## src/rtl/regress_lane_fifo.sv

```systemverilog
// regress_lane_fifo: lane-assembling FWFT FIFO; define REGRESS_LANE_REVERSE_EN to present the head with its lane order reversed
module regress_lane_fifo #(
    parameter int LANE_W = 8,
    parameter int LANES  = 4,
    parameter int DEPTH  = 5
) (
    input  logic                           clk,
    input  logic                           rst,
    input  logic                           in_valid,
    output logic                           in_ready,
    input  logic [LANE_W*LANES-1:0]        in_data,
    input  logic [LANES-1:0]               in_mask,
    input  logic                           in_last,
    output logic                           out_valid,
    input  logic                           out_ready,
    output logic [LANE_W*LANES-1:0]        out_data,
    output logic [$clog2(DEPTH+1)-1:0]     count
);
    localparam int WIDTH = LANE_W * LANES;
    localparam int PW    = $clog2(DEPTH);
    localparam int CW    = $clog2(DEPTH + 1);

    bit   [WIDTH-1:0] mem [DEPTH];
    logic [WIDTH-1:0] staging;
    logic [WIDTH-1:0] merged;
    logic [WIDTH-1:0] head;
    logic [WIDTH-1:0] shown;
    logic [PW-1:0]    wr_ptr;
    logic [PW-1:0]    rd_ptr;
    logic             push;
    logic             commit;
    logic             pop;

    assign in_ready  = count != CW'(DEPTH);
    assign out_valid = count != '0;
    assign push      = in_valid && in_ready;
    assign commit    = push && in_last;
    assign pop       = out_valid && out_ready;
    assign head      = mem[rd_ptr];

`ifdef REGRESS_LANE_REVERSE_EN
    assign shown = {<<LANE_W{head}};
`else
    assign shown = head;
`endif

    assign out_data = out_valid ? shown : '0;

    // overlay this beat's enabled lanes on the staging word
    always_comb begin
        merged = staging;
        for (int l = 0; l < LANES; l++)
            if (in_mask[l]) merged[l*LANE_W +: LANE_W] = in_data[l*LANE_W +: LANE_W];
    end

    // pointers, occupancy and staging; pointers wrap at DEPTH-1 rather than a power of two
    always_ff @(posedge clk) begin
        if (rst) begin
            wr_ptr  <= '0;
            rd_ptr  <= '0;
            count   <= '0;
            staging <= '0;
        end else begin
            if (push) staging <= in_last ? '0 : merged;
            if (commit) wr_ptr <= (wr_ptr == PW'(DEPTH - 1)) ? '0 : wr_ptr + 1'b1;
            if (pop) rd_ptr <= (rd_ptr == PW'(DEPTH - 1)) ? '0 : rd_ptr + 1'b1;
            if (commit && !pop) count <= count + 1'b1;
            else if (pop && !commit) count <= count - 1'b1;
        end
    end

    // storage is never cleared; stale entries stay hidden behind count and the output gate
    always_ff @(posedge clk) begin
        if (!rst && commit) mem[wr_ptr] <= merged;
    end
endmodule

```

## config.mk

```make
export PLATFORM = sky130hd
export DESIGN_NAME = regress_lane_fifo
export DESIGN_NICKNAME = d
export VERILOG_FILES = /design/src/rtl/regress_lane_fifo.sv
export SDC_FILE = /design/constraint.sdc
export NUM_CORES = 1
export LEC_CHECK = 0
export BUFFER_PORTS_ARGS = -buffer_cell sky130_fd_sc_hd__clkbuf_2
export CAP_MARGIN = 10
export CORE_MARGIN = 4
export CORE_UTILIZATION = 30
export CTS_BUF_LIST = sky130_fd_sc_hd__clkbuf_2
export DETAILED_ROUTE_END_ITERATION = 7
export SYNTH_ARGS = -nofsm -noshare
export SYNTH_HDL_FRONTEND = slang
export SYNTH_SLANG_ARGS = --single-unit
```

## constraint.sdc

```tcl
create_clock -name clk -period 4.6 [get_ports clk]
set_clock_uncertainty 0.15 [all_clocks]
set_input_delay 0.23 -clock clk [delete_from_list [all_inputs] [get_ports clk]]
set_output_delay 0.23 -clock clk [all_outputs]
set_load 0.01 [all_outputs]
```

== After elaboration in Yosys (flattened, before gate mapping) ==
Memory sizes are Yosys's and may differ from the RTL's. A register that Yosys moved wholly into a read port is not among the register bits.
Index checks and enable logic that the tools add are counted.
W data, S select, Z words.

* Bits in registers: 41
* Latch bits: 0
* Bits in writable memories: 160
* Bits in read-only memories: 0
* Bits of input ports: 41
* Output and inout port bits: 37
* Logic and storage cells: 37
* Memories: 1

{| class="wikitable"
|+ Memories
! memory !! words !! bits a word !! read ports !! clocked after memory_dff !! wr ports !! RTL line !! text
|-
| mem || 5 || 32 || 1 || 1 || 1 || 23 || <nowiki>bit [WIDTH-1:0] mem [DEPTH];</nowiki>
|}

* Add/sub/neg operators: 4
* $mul: 0
* Divide/modulo/power cells: 0
* Order comparisons: 0
* Eq/ne operators: 3
* Shift-type cells: 0
* Mux-type cells: 14
* Bitwise operators: 0
* Reduce and logical (&&, ||, !) cells: 11

{| class="wikitable"
|+ Operator list
! cell !! count
|-
| $mux W32 || 2
|-
| $mux W8 || 4
|-
| $mux W3 || 6
|-
| $add A3 B1 Y3 const B || 3
|-
| $eq A3 B3 Y1 const B || 2
|-
| $logic_and A1 B1 Y1 || 6
|-
| $logic_not A1 Y1 || 3
|-
| $ne A3 B3 Y1 const B || 1
|-
| $reduce_bool A3 Y1 || 1
|-
| $sub A3 B1 Y3 const B || 1
|-
| $mux W1 || 2
|-
| $reduce_bool A2 Y1 || 1
|}

== Depth between registers and ports, before layout ==
Gate-level depths: netlist (run 1).

* Word-level depth: 7
* Mapped depth: 9
* Mapped depth without buffers: 9

== Worst setup path before layout (run 1) ==
Ideal clock, no wire load.

* Path type: register -> register
* Start point: reg count[1]
* End point: mem mem[2][0] (netlist name), enable pin
* Library setup time: 0.502 ns
* Data arrival time: 4.101 ns
* Slack: -0.152 ns
* Cell stages (with the launch flop): 6
* Path buffers: 1
* Clock period less this slack: 4.752 ns
* Cell sequence: dfxtp_1 -> and3b_1 -> inv_2 -> buf_6 -> nand2_1 -> nor4_1

* Cells in the longest elaborated chain, start to end: 6

{| class="wikitable"
|+ Ends and longest elaborated chain
! what !! RTL line !! text
|-
| start: declaration || 17 || <nowiki>output logic [$clog2(DEPTH+1)-1:0] count</nowiki>
|-
| start signal: assignment || 67 || <nowiki>if (commit && !pop) count <= count + 1'b1;</nowiki>
|-
| start signal: assignment || 68 || <nowiki>else if (pop && !commit) count <= count - 1'b1;</nowiki>
|-
| $ne A3 B3 Y1 || 34 || <nowiki>assign in_ready = count != CW'(DEPTH);</nowiki>
|-
| $logic_and A1 B1 Y1 || 36 || <nowiki>assign push = in_valid && in_ready;</nowiki>
|-
| $logic_and A1 B1 Y1 || 37 || <nowiki>assign commit = push && in_last;</nowiki>
|-
| $logic_and A1 B1 Y1 || 74 || <nowiki>if (!rst && commit) mem[wr_ptr] <= merged;</nowiki>
|-
| $mux W1 || 74 ||
|-
| $mux W1 (implied by the code) || 74 ||
|-
| end: declaration || 23 ||
|}

No other way between the ends.

== Worst setup path after layout (run 1) ==
* Start point: reg count[1]
* End point: reg count[2]

* Cells in the longest elaborated chain, start to end: 6
* Elaborated cells between the ends (all ways): 14
* Classes of those cells: add/sub (2); eq/ne (1); mux (2); reduce/logical (9)

{| class="wikitable"
|+ Ends and longest elaborated chain
! what !! RTL line !! text
|-
| $ne A3 B3 Y1 * || 34 ||
|-
| $logic_and A1 B1 Y1 * || 36 ||
|-
| $logic_and A1 B1 Y1 * || 37 ||
|-
| named net commit || 31 || <nowiki>logic commit;</nowiki>
|-
| $logic_not A1 Y1 || 68 ||
|-
| $logic_and A1 B1 Y1 || 68 ||
|-
| $reduce_bool A2 Y1 (no source line) || - ||
|}

Mark *: on every way through the listed nets, which the timed path passes. The rest lies on a longest branch. The select of a mux whose other input is x is not followed.
A chain may end at the register's enable or synchronous reset.

==> results.md, run 1 <==
* Result of the run: finished clean
* Post-cts resize count at 0
* Worst EP required at 5.09 ns
* Count of flip-flops with a built-in enable after synthesis at 160
* Final Hold Violating Endpoints at 0
* Post-synthesis cell count at approximately 530
* Global-route wire length before repair at 30,300 microns
* Top-count cell post-synth: edfxtp_1
* Unrepaired setup endpoints after global routing: no
* Clock transition time at the flip-flop clock pins of the worst setup and hold paths at roughly 0.12 ns
* Weighted congestion reported at the end of routability-driven placement at 0.711
* Kind of end point of the critical path: flop
* Post-synthesis average cell area at around 16 sq um
* Total Wirelength at 19,300 microns
* Portion of the clock cycle consumed by the worst path in the final layout at 0.729
* Critical-path maximum fanout at 39
* Sum of net half-perimeters after detailed placement at 11,900 microns
* Area share of fa/ha/maj cells after synthesis at 0.00979
* Final-stage net count at 718
* Maximum number of pins on one net before global-route repair at 46
* Setup Crit Path Kind: reg2reg
* Share of the synthesized netlist area taken by xor and xnor gates at 0.00208
* Post-synthesis share of cell area spent on and, or, nand and nor gates at 0.0640
* Net Switching at approximately 1.3 mW
* DR WL/cell at 17.7 microns
* Sequential cell area fraction in the yosys report at 0.674
* Mux share of post-synthesis cell area at 0.168
* Clock tree root buffer cell: clkbuf_2
* DRC violation count after routing at 0
* Number of maximum-capacitance violations at 0
* Yosys synthesis warning count at 0
* Peak VDD IR at about 0.2 mV
* Arrival time at the worst endpoint at 3.84 ns
* Minimum hold slack at 0.0839 ns
* Cell types with the highest counts after synthesis: edfxtp_1 (160), dfxtp_1 (44), nor2_1 (38)
* Share of the synthesized area in the top cell type at 0.569
* Leakage at 3.47 nW
* Final setup violation count at 0
* Iteration count of the initial detailed-routing pass at 5
* Post-synthesis to final-layout area growth at 19.8%
* Sink count of the clock tree at around 200
* Cell Count, Final, Fillers Out at 1,089
* Critical Path Start Type: flop
* Final min period at approximately 3.4 ns
* Share of total power in sequential cells at 0.498
* Beginning of the critical path: count[1]
* DIE WIDTH at 176 microns
* Worst slew pin tran at 1.05 ns
* Number of rows created at floorplan at 61
* Layout cells sized above 1 at 0.339
* Number of I/O pins at a little under 80
* Worst relative slew slack at 0.297
* DIE AREA at between 30,000 and 40,000 sq um
* Setup Fix Bufs, Post-CTS at 0
* Origin of the critical flop-to-flop path: count[1]
* GRT Total Usage at 0.125
* Number of buffers created by CTS at 47
* Top achievable clock speed at between 0.2 and 0.3 GHz
* Via count normalized by instance count at 4.67
* TritonCTS clock tree: yes
* Type of the tightest min-delay check: in2reg
* Cell type with the highest aggregate area in the netlist: edfxtp_1
* Floorplan die height at between 150 and 200 microns
* Number of antenna violations at the first check in global routing at 1
* Overflow left after global routing at 0
* Number of buffers between clock root and the deepest sink at 3
* Initial core utilization at 0.304
* Post-synth top flop: edfxtp_1
* Register bit count reported by yosys at ~200
* Number of global-route vias before repair at 5,379
* Number of vias after detailed routing at 5,085
* Combinational power share at 0.229
* Portion of total power attributed to the clock network at 0.273
* Tot Pwr at 4.28 mW
* Final Slew Violations at 0
* Later-pin clock latency in the skew report at 0.72 ns
* Switch share at 0.308
* Dominant cells by area after synthesis: edfxtp_1 (57%), dfxtp_1 (10%), mux4_2 (8.0%)
* Area of the core region at 27,800 sq um
* Power per Cell Area at 423 nW/um^2
* Fraction of the mapped netlist area in compound gates at 0.0485
* # placed instances at 954
* Startpoint of the most critical hold path: in_last
* Number of distinct standard cells referenced by the synthesized netlist at 39
* Iteration-0 DRC Markers at 324
* Post-Syn Area at approximately 8400 sq um
* Dominant combinational cell family by area after synthesis: multiplexers
* Setup TNS Final at 0 ns
* Post-Syn Nets at about 570
* Level count of the clock H-tree at 2
* Total of buffers placed on input and output ports at 77
* Int Power at approximately 3 mW
* Antenna viol nets, final at 0
* Synth async-reset ratio at 0
==> critical path: stages (launching register included) <==
cell and delay (ns):
dfxtp_1 0.49, and3b_1 0.21, buf_4 0.23, inv_2 0.59, and3_1 0.34, ha_1 0.20
inv_1 0.06, fa_1 0.37, xor2_1 0.18, or3_1 0.30, a21oi_1 0.15
==> sequential cells by signal, summed over array words and instances (netlist names), named ones only <==
| register | count |
|---|---|
| count | 3 |
| mem | 160 |
| rd_ptr | 3 |
| staging | 32 |
| wr_ptr | 3 |
==> power by group through the flow <==
stage | logic (mW) | clock network [mW] | registers [mW]
2_1_floorplan | 0.684 | 0 | 2.12
3_3_place_gp | 0.977 | 0 | 2.18
3_5_place_dp | 0.985 | 0 | 2.18
4_1_cts | 1.02 | 1.21 | 2.14
5_1_grt | 1.09 | 1.32 | 2.15
6_report | 0.979 | 1.17 | 2.13
==> path summary, 6_finish.rpt <==
kind / to / slack (ns) / cells past startpoint
min reg2reg: staging[10] / 0.33 / 2
max: count[2] / 1.25 / 10
min: wr_ptr[1] / 0.08 / 3
max reg2reg: count[2] / 1.25 / 10
==> metrics by stage <==
stage	util	area (sq um)	worst slack (ns)
after detailed placement	0.331	9200	1.25
after global routing	0.364	10100	1.01
final	0.364	10100	1.25
after floorplan	-	8450	0.734
after global placement	0.331	9200	1.29
after CTS	0.364	10100	1.15
==> what timing repair did <==
| item | CTS | global route |
|---|---|---|
| hold endpoints to repair | 201 | 0 |
| endpoints found under the setup margin | 0 | 0 |
| hold buffers | 46 | 0 |
==> metal layers <==
metal,wire length [microns],GRT usage
met3,736,0.0245
met2,9870,0.218
met5,0,0
met1,8420,0.159
met4,256,0.0357
==> cell type report <==
cell class                 count  area, sq um
antenna                        1         2.50
clock buffer                  73          365
clock inverter                15         83.8
fill                        2727        17700
inverter                       9         33.8
multi-input combinational    272         2510
sequential                   204         5690
tap                          378          473
timing repair buffer         137          951
==> cells in the final DEF (no fill, tap or decap), types with 2 or more instances in the layout <==
cell type and instances:
buf_4 14, a21oi_1 35, or3_1 2, nor3_2 3, nand4b_1 32, o21ai_0 34, o31ai_1 3, mux2_2 32
mux2i_1 33, nand2_1 3, dfxtp_2 2, edfxtp_1 160, xor2_1 2, inv_2 4, mux4_2 30, clkbuf_2 150
nand4_1 3, dfxtp_1 42, dlygate4sd3_1 46, ha_1 5, clkinv_1 10, mux4_1 2, nor2_1 37, inv_1 8
==> cell families (layout without fill, tap and decap cells) <==
| logic type | count (synthesis) | after routing |
|---|---|---|
| AOI/OAI and AO/OA | 77 | 77 |
| xor gates and xnor gates | 2 | 2 |
| adders and majority gates | 6 | 6 |
| buffers and inverters | 49 | 234 |
| DFF | 204 | 204 |
| muxes | 97 | 97 |
| other | 0 | 1 |
| and+or+nand+nor | 90 | 90 |
No activity file was read; power rests on OpenSTA's default activity.
==> run 2, diff against run 1 <==
- ABC_AREA: unset -> 1
- clock period: 4.6 -> 3.1 ns (I/O delays scaled with it)
==> run 2 against run 1 <==
Effect of this change:
- sequential power up 50%
- first-iteration DRC count grew 22%
- synthesized area up 12%
- critical path type is now reg2out
- highest routed layer unchanged
==> results.md, run 2 <==
* GRT Total Usage at 0.130 (+0.00528)
* DIE WIDTH at 185 microns (+5.4%)
* Number of I/O pins at 78 (unchanged)
* Sequential cell area fraction in the yosys report at 0.603 (-0.0706)
* Unrepaired setup endpoints after global routing: no
* Post-synthesis to final-layout area growth at 26.3%
* Level count of the clock H-tree at 2 (unchanged)
* Via count normalized by instance count at 4.30 (-7.8%)
* Cell type with the highest aggregate area in the netlist: edfxtp_1
* Synth async-reset ratio at 0 (unchanged)
* DR WL/cell at 12.7 microns (-28%)
* Overflow left after global routing at 0 (unchanged)
* Clock tree root buffer cell: clkbuf_2
* Share of the synthesized area in the top cell type at 0.510 (-0.0596)
* Total Wirelength at 22,000 microns (+14%)
* Clock transition time at the flip-flop clock pins of the worst setup and hold paths at 0.11 ns (about the same)
* Combinational power share at 0.305 (+0.076)
* Number of buffers created by CTS at 52 (+11%)
* Total of buffers placed on input and output ports at 77 (unchanged)
* Dominant cells by area after synthesis: edfxtp_1 (51%), nand2_1 (12%), dfxtp_1 (9.3%)
* Portion of total power attributed to the clock network at 0.244 (-0.029)
* Register bit count reported by yosys at 204 (unchanged)
* Number of global-route vias before repair at 7,373 (+37%)
* Maximum number of pins on one net before global-route repair at 57 (+24%)
* Worst EP required at 2.79 ns (-2.30 ns)
* Post-synth top flop: edfxtp_1
* Final setup violation count at 0 (unchanged)
* Final min period at between 2 and 3 ns
* Setup Crit Path Kind: reg2out
* Worst slew pin tran at 0.734 ns (-0.318 ns)
* Global-route wire length before repair at 36,200 microns (+19%)
* Result of the run: finished clean
* Post-Syn Nets at 1,117 (+95%)
* Setup slack of the critical path after layout at 0.358 ns (-0.888 ns)
* Initial core utilization at 0.306 (+0.00199)
* Arrival time at the worst endpoint at 2.44 ns (-1.40 ns)
* Minimum hold slack at 0.143 ns (+0.0588 ns)
* Cell Chain, Critical Path: inv_1 -> nand3_2 -> inv_2 -> nor2_1 -> nand2_1 -> inv_1 -> clkbuf_2
* Post-Syn Area at 9430 sq um (+12%)
* Worst R2R Setup Slack at 0.44 ns (-0.81 ns)
* Count of flip-flops with a built-in enable after synthesis at 160 (unchanged)
* Crit path top cell by count: inv_1
* Sink count of the clock tree at 204 (unchanged)
* Iteration count of the initial detailed-routing pass at 5 (unchanged)
* Critical-path maximum fanout at 32 (-18%)
* Int Power at 4.59 mW (+55%)
* Top achievable clock speed at 0.365 GHz
* Setup TNS Final at 0 ns (unchanged)
* Top Registers: mem: 160 flops, staging: 32 flops
* Antenna viol nets, final at 0 (unchanged)
* Cell types with the highest counts after synthesis: nand2_1 (311), inv_1 (178), nor2_1 (172)
* Floorplan die height at 185 microns (+5.4%)
* Tot Pwr at 7.10 mW (+66%)
* Final Slew Violations at 0 (unchanged)
* Yosys synthesis warning count at 0 (unchanged)
* Number of rows created at floorplan at 64 (+4.9%)
* Setup WS pre-CTS at 0.878 ns (-0.369 ns)
* Highest-count cells in the layout ignoring fill and taps: nand2_1 (311), inv_1 (178), nor2_1 (167), edfxtp_1 (160), clkbuf_2 (155)
* Post-synthesis cell count at 1,070 (+100%)
* Most frequent standard cell in the layout excluding fill and tap cells: nand2_1
* Number of distinct standard cells referenced by the synthesized netlist at 22 (-44%)
* TritonCTS clock tree: yes
* Net Switching at 2.51 mW (+90%)
* Layout cells sized above 1 at 0.139 (-0.200)
* Number of maximum-capacitance violations at 0 (unchanged)
* Iteration-0 DRC Markers at 394 (+22%)
* Worst stage delay on the critical path at 0.58 ns (about the same)
* Total of fill cells in the finished design at 3,107 (+14%)
* Critical Path Start Type: flop
* Sum of net half-perimeters after detailed placement at 13,300 microns (+12%)
* Share of total power in sequential cells at 0.451 (-0.047)
* Final Hold Violating Endpoints at 0 (unchanged)
* Area of the core region at 30,800 sq um (+11%)
* Final-stage net count at 1,338 (+86%)
* DRC violation count after routing at 0 (unchanged)
* DIE AREA at 34,300 sq um (+11%)
* Type of the tightest min-delay check: in2reg
* Weighted congestion reported at the end of routability-driven placement at 0.735 (+3.4%)
* Top-count cell post-synth: nand2_1
* Later-pin clock latency in the skew report at 0.77 ns (+0.05 ns)
* Switch share at 0.353 (+0.0449)
* Number of buffers between clock root and the deepest sink at 3 (unchanged)
* Number of vias after detailed routing at 7,454 (+47%)
* Cell at the slowest stage of the critical path: inv_2
* Kind of end point of the critical path: output port
* Power per Cell Area at 597 nW/um^2 (+41%)
* Worst relative slew slack at 0.510 (+0.213)
* Portion of the clock cycle consumed by the worst path in the final layout at 0.884
* Number of antenna violations at the first check in global routing at 1 (unchanged)
* Leakage at 5.32 nW (+53%)
* Register ranked first by flip-flop count: mem
* Post-synthesis average cell area at 8.81 sq um (-45%)
* Number of flip-flops in the largest register at 160 (unchanged)
* Peak VDD IR at 0.279 mV (+40%)
run 2: changes by cell type in the layout (fill, tap and decap cells not counted), moves of 33 or more:
cell,change
nand2_1,+308
dlygate4sd3_1,+77
nand3_1,+67
mux2i_1,-33
nor2_1,+130
inv_1,+170
run 2: worst paths after layout:
path,start,end,cells past startpoint
max,count[0],out_data[28],7
min,in_mask[0],mem[4][4],4
max reg2reg,count[1],staging[27],8
min reg2reg,staging[19],staging[19],4
run 2: timing repair:
item / 4_1_cts / 5_1_grt
endpoints found under the hold margin: 214 / 0
setup buffers: 0 / 0
hold buffers: 123 / 0
resized for setup: 0 / 0
run 2: critical path: cells and delay by family (launching register included):
| family | cells | cell delay [ns] |
|---|---|---|
| buffers and inverters | 4 | 0.87 |
| flip-flops | 1 | 0.39 |
| AND/OR/NAND/NOR | 3 | 0.40 |
run 2: layout make-up:
| class | instances | area, sq um | area share |
|---|---|---|---|
| clock buffer | 78 | 390 | 0.0328 |
| timing repair buffer | 213 | 1740 | 0.146 |
| clock inverter | 20 | 77.6 | 0.00652 |
| tap | 396 | 495 | 0.0416 |
| antenna | 1 | 2.50 | 0.000210 |
| sequential | 204 | 5690 | 0.478 |
| multi-input combinational | 637 | 2820 | 0.237 |
| inverter | 183 | 687 | 0.0577 |
run 2: cell families after synthesis:
logic type,count (synthesis),share of synthesized area
AND/OR/NAND/NOR,589,0.256
buffers and inverters,229,0.102
flip-flops,204,0.603
AO/OA/AOI/OAI,42,0.0308
adder cells (fa/ha/maj),6,0.00876
run 2: per-layer routing:
layer / track usage / share of wire
met1: 0.164 / 0.45
met5: 0 / 0
met2: 0.225 / 0.49
met4: 0.0385 / 0.015
met3: 0.0285 / 0.051
run 2: through the flow:
stage	cell area (sq um)	cells	util
detailed placement	10200	1510	0.331
floorplan	9430	1070	-
global placement	10200	1510	0.331
CTS	11900	1731	0.386
global route	11900	1732	0.386
finish	11900	1732	0.386
run 2: power groups by stage:
stage | Combinational [mW] | Sequential (mW) | Clock, mW
after CTS | 2.22 | 3.20 | 1.82
after floorplan | 1.44 | 3.20 | 0
after detailed placement | 2.03 | 3.27 | 0
after global routing | 2.49 | 3.22 | 1.99
after global placement | 1.99 | 3.26 | 0
final | 2.16 | 3.20 | 1.74
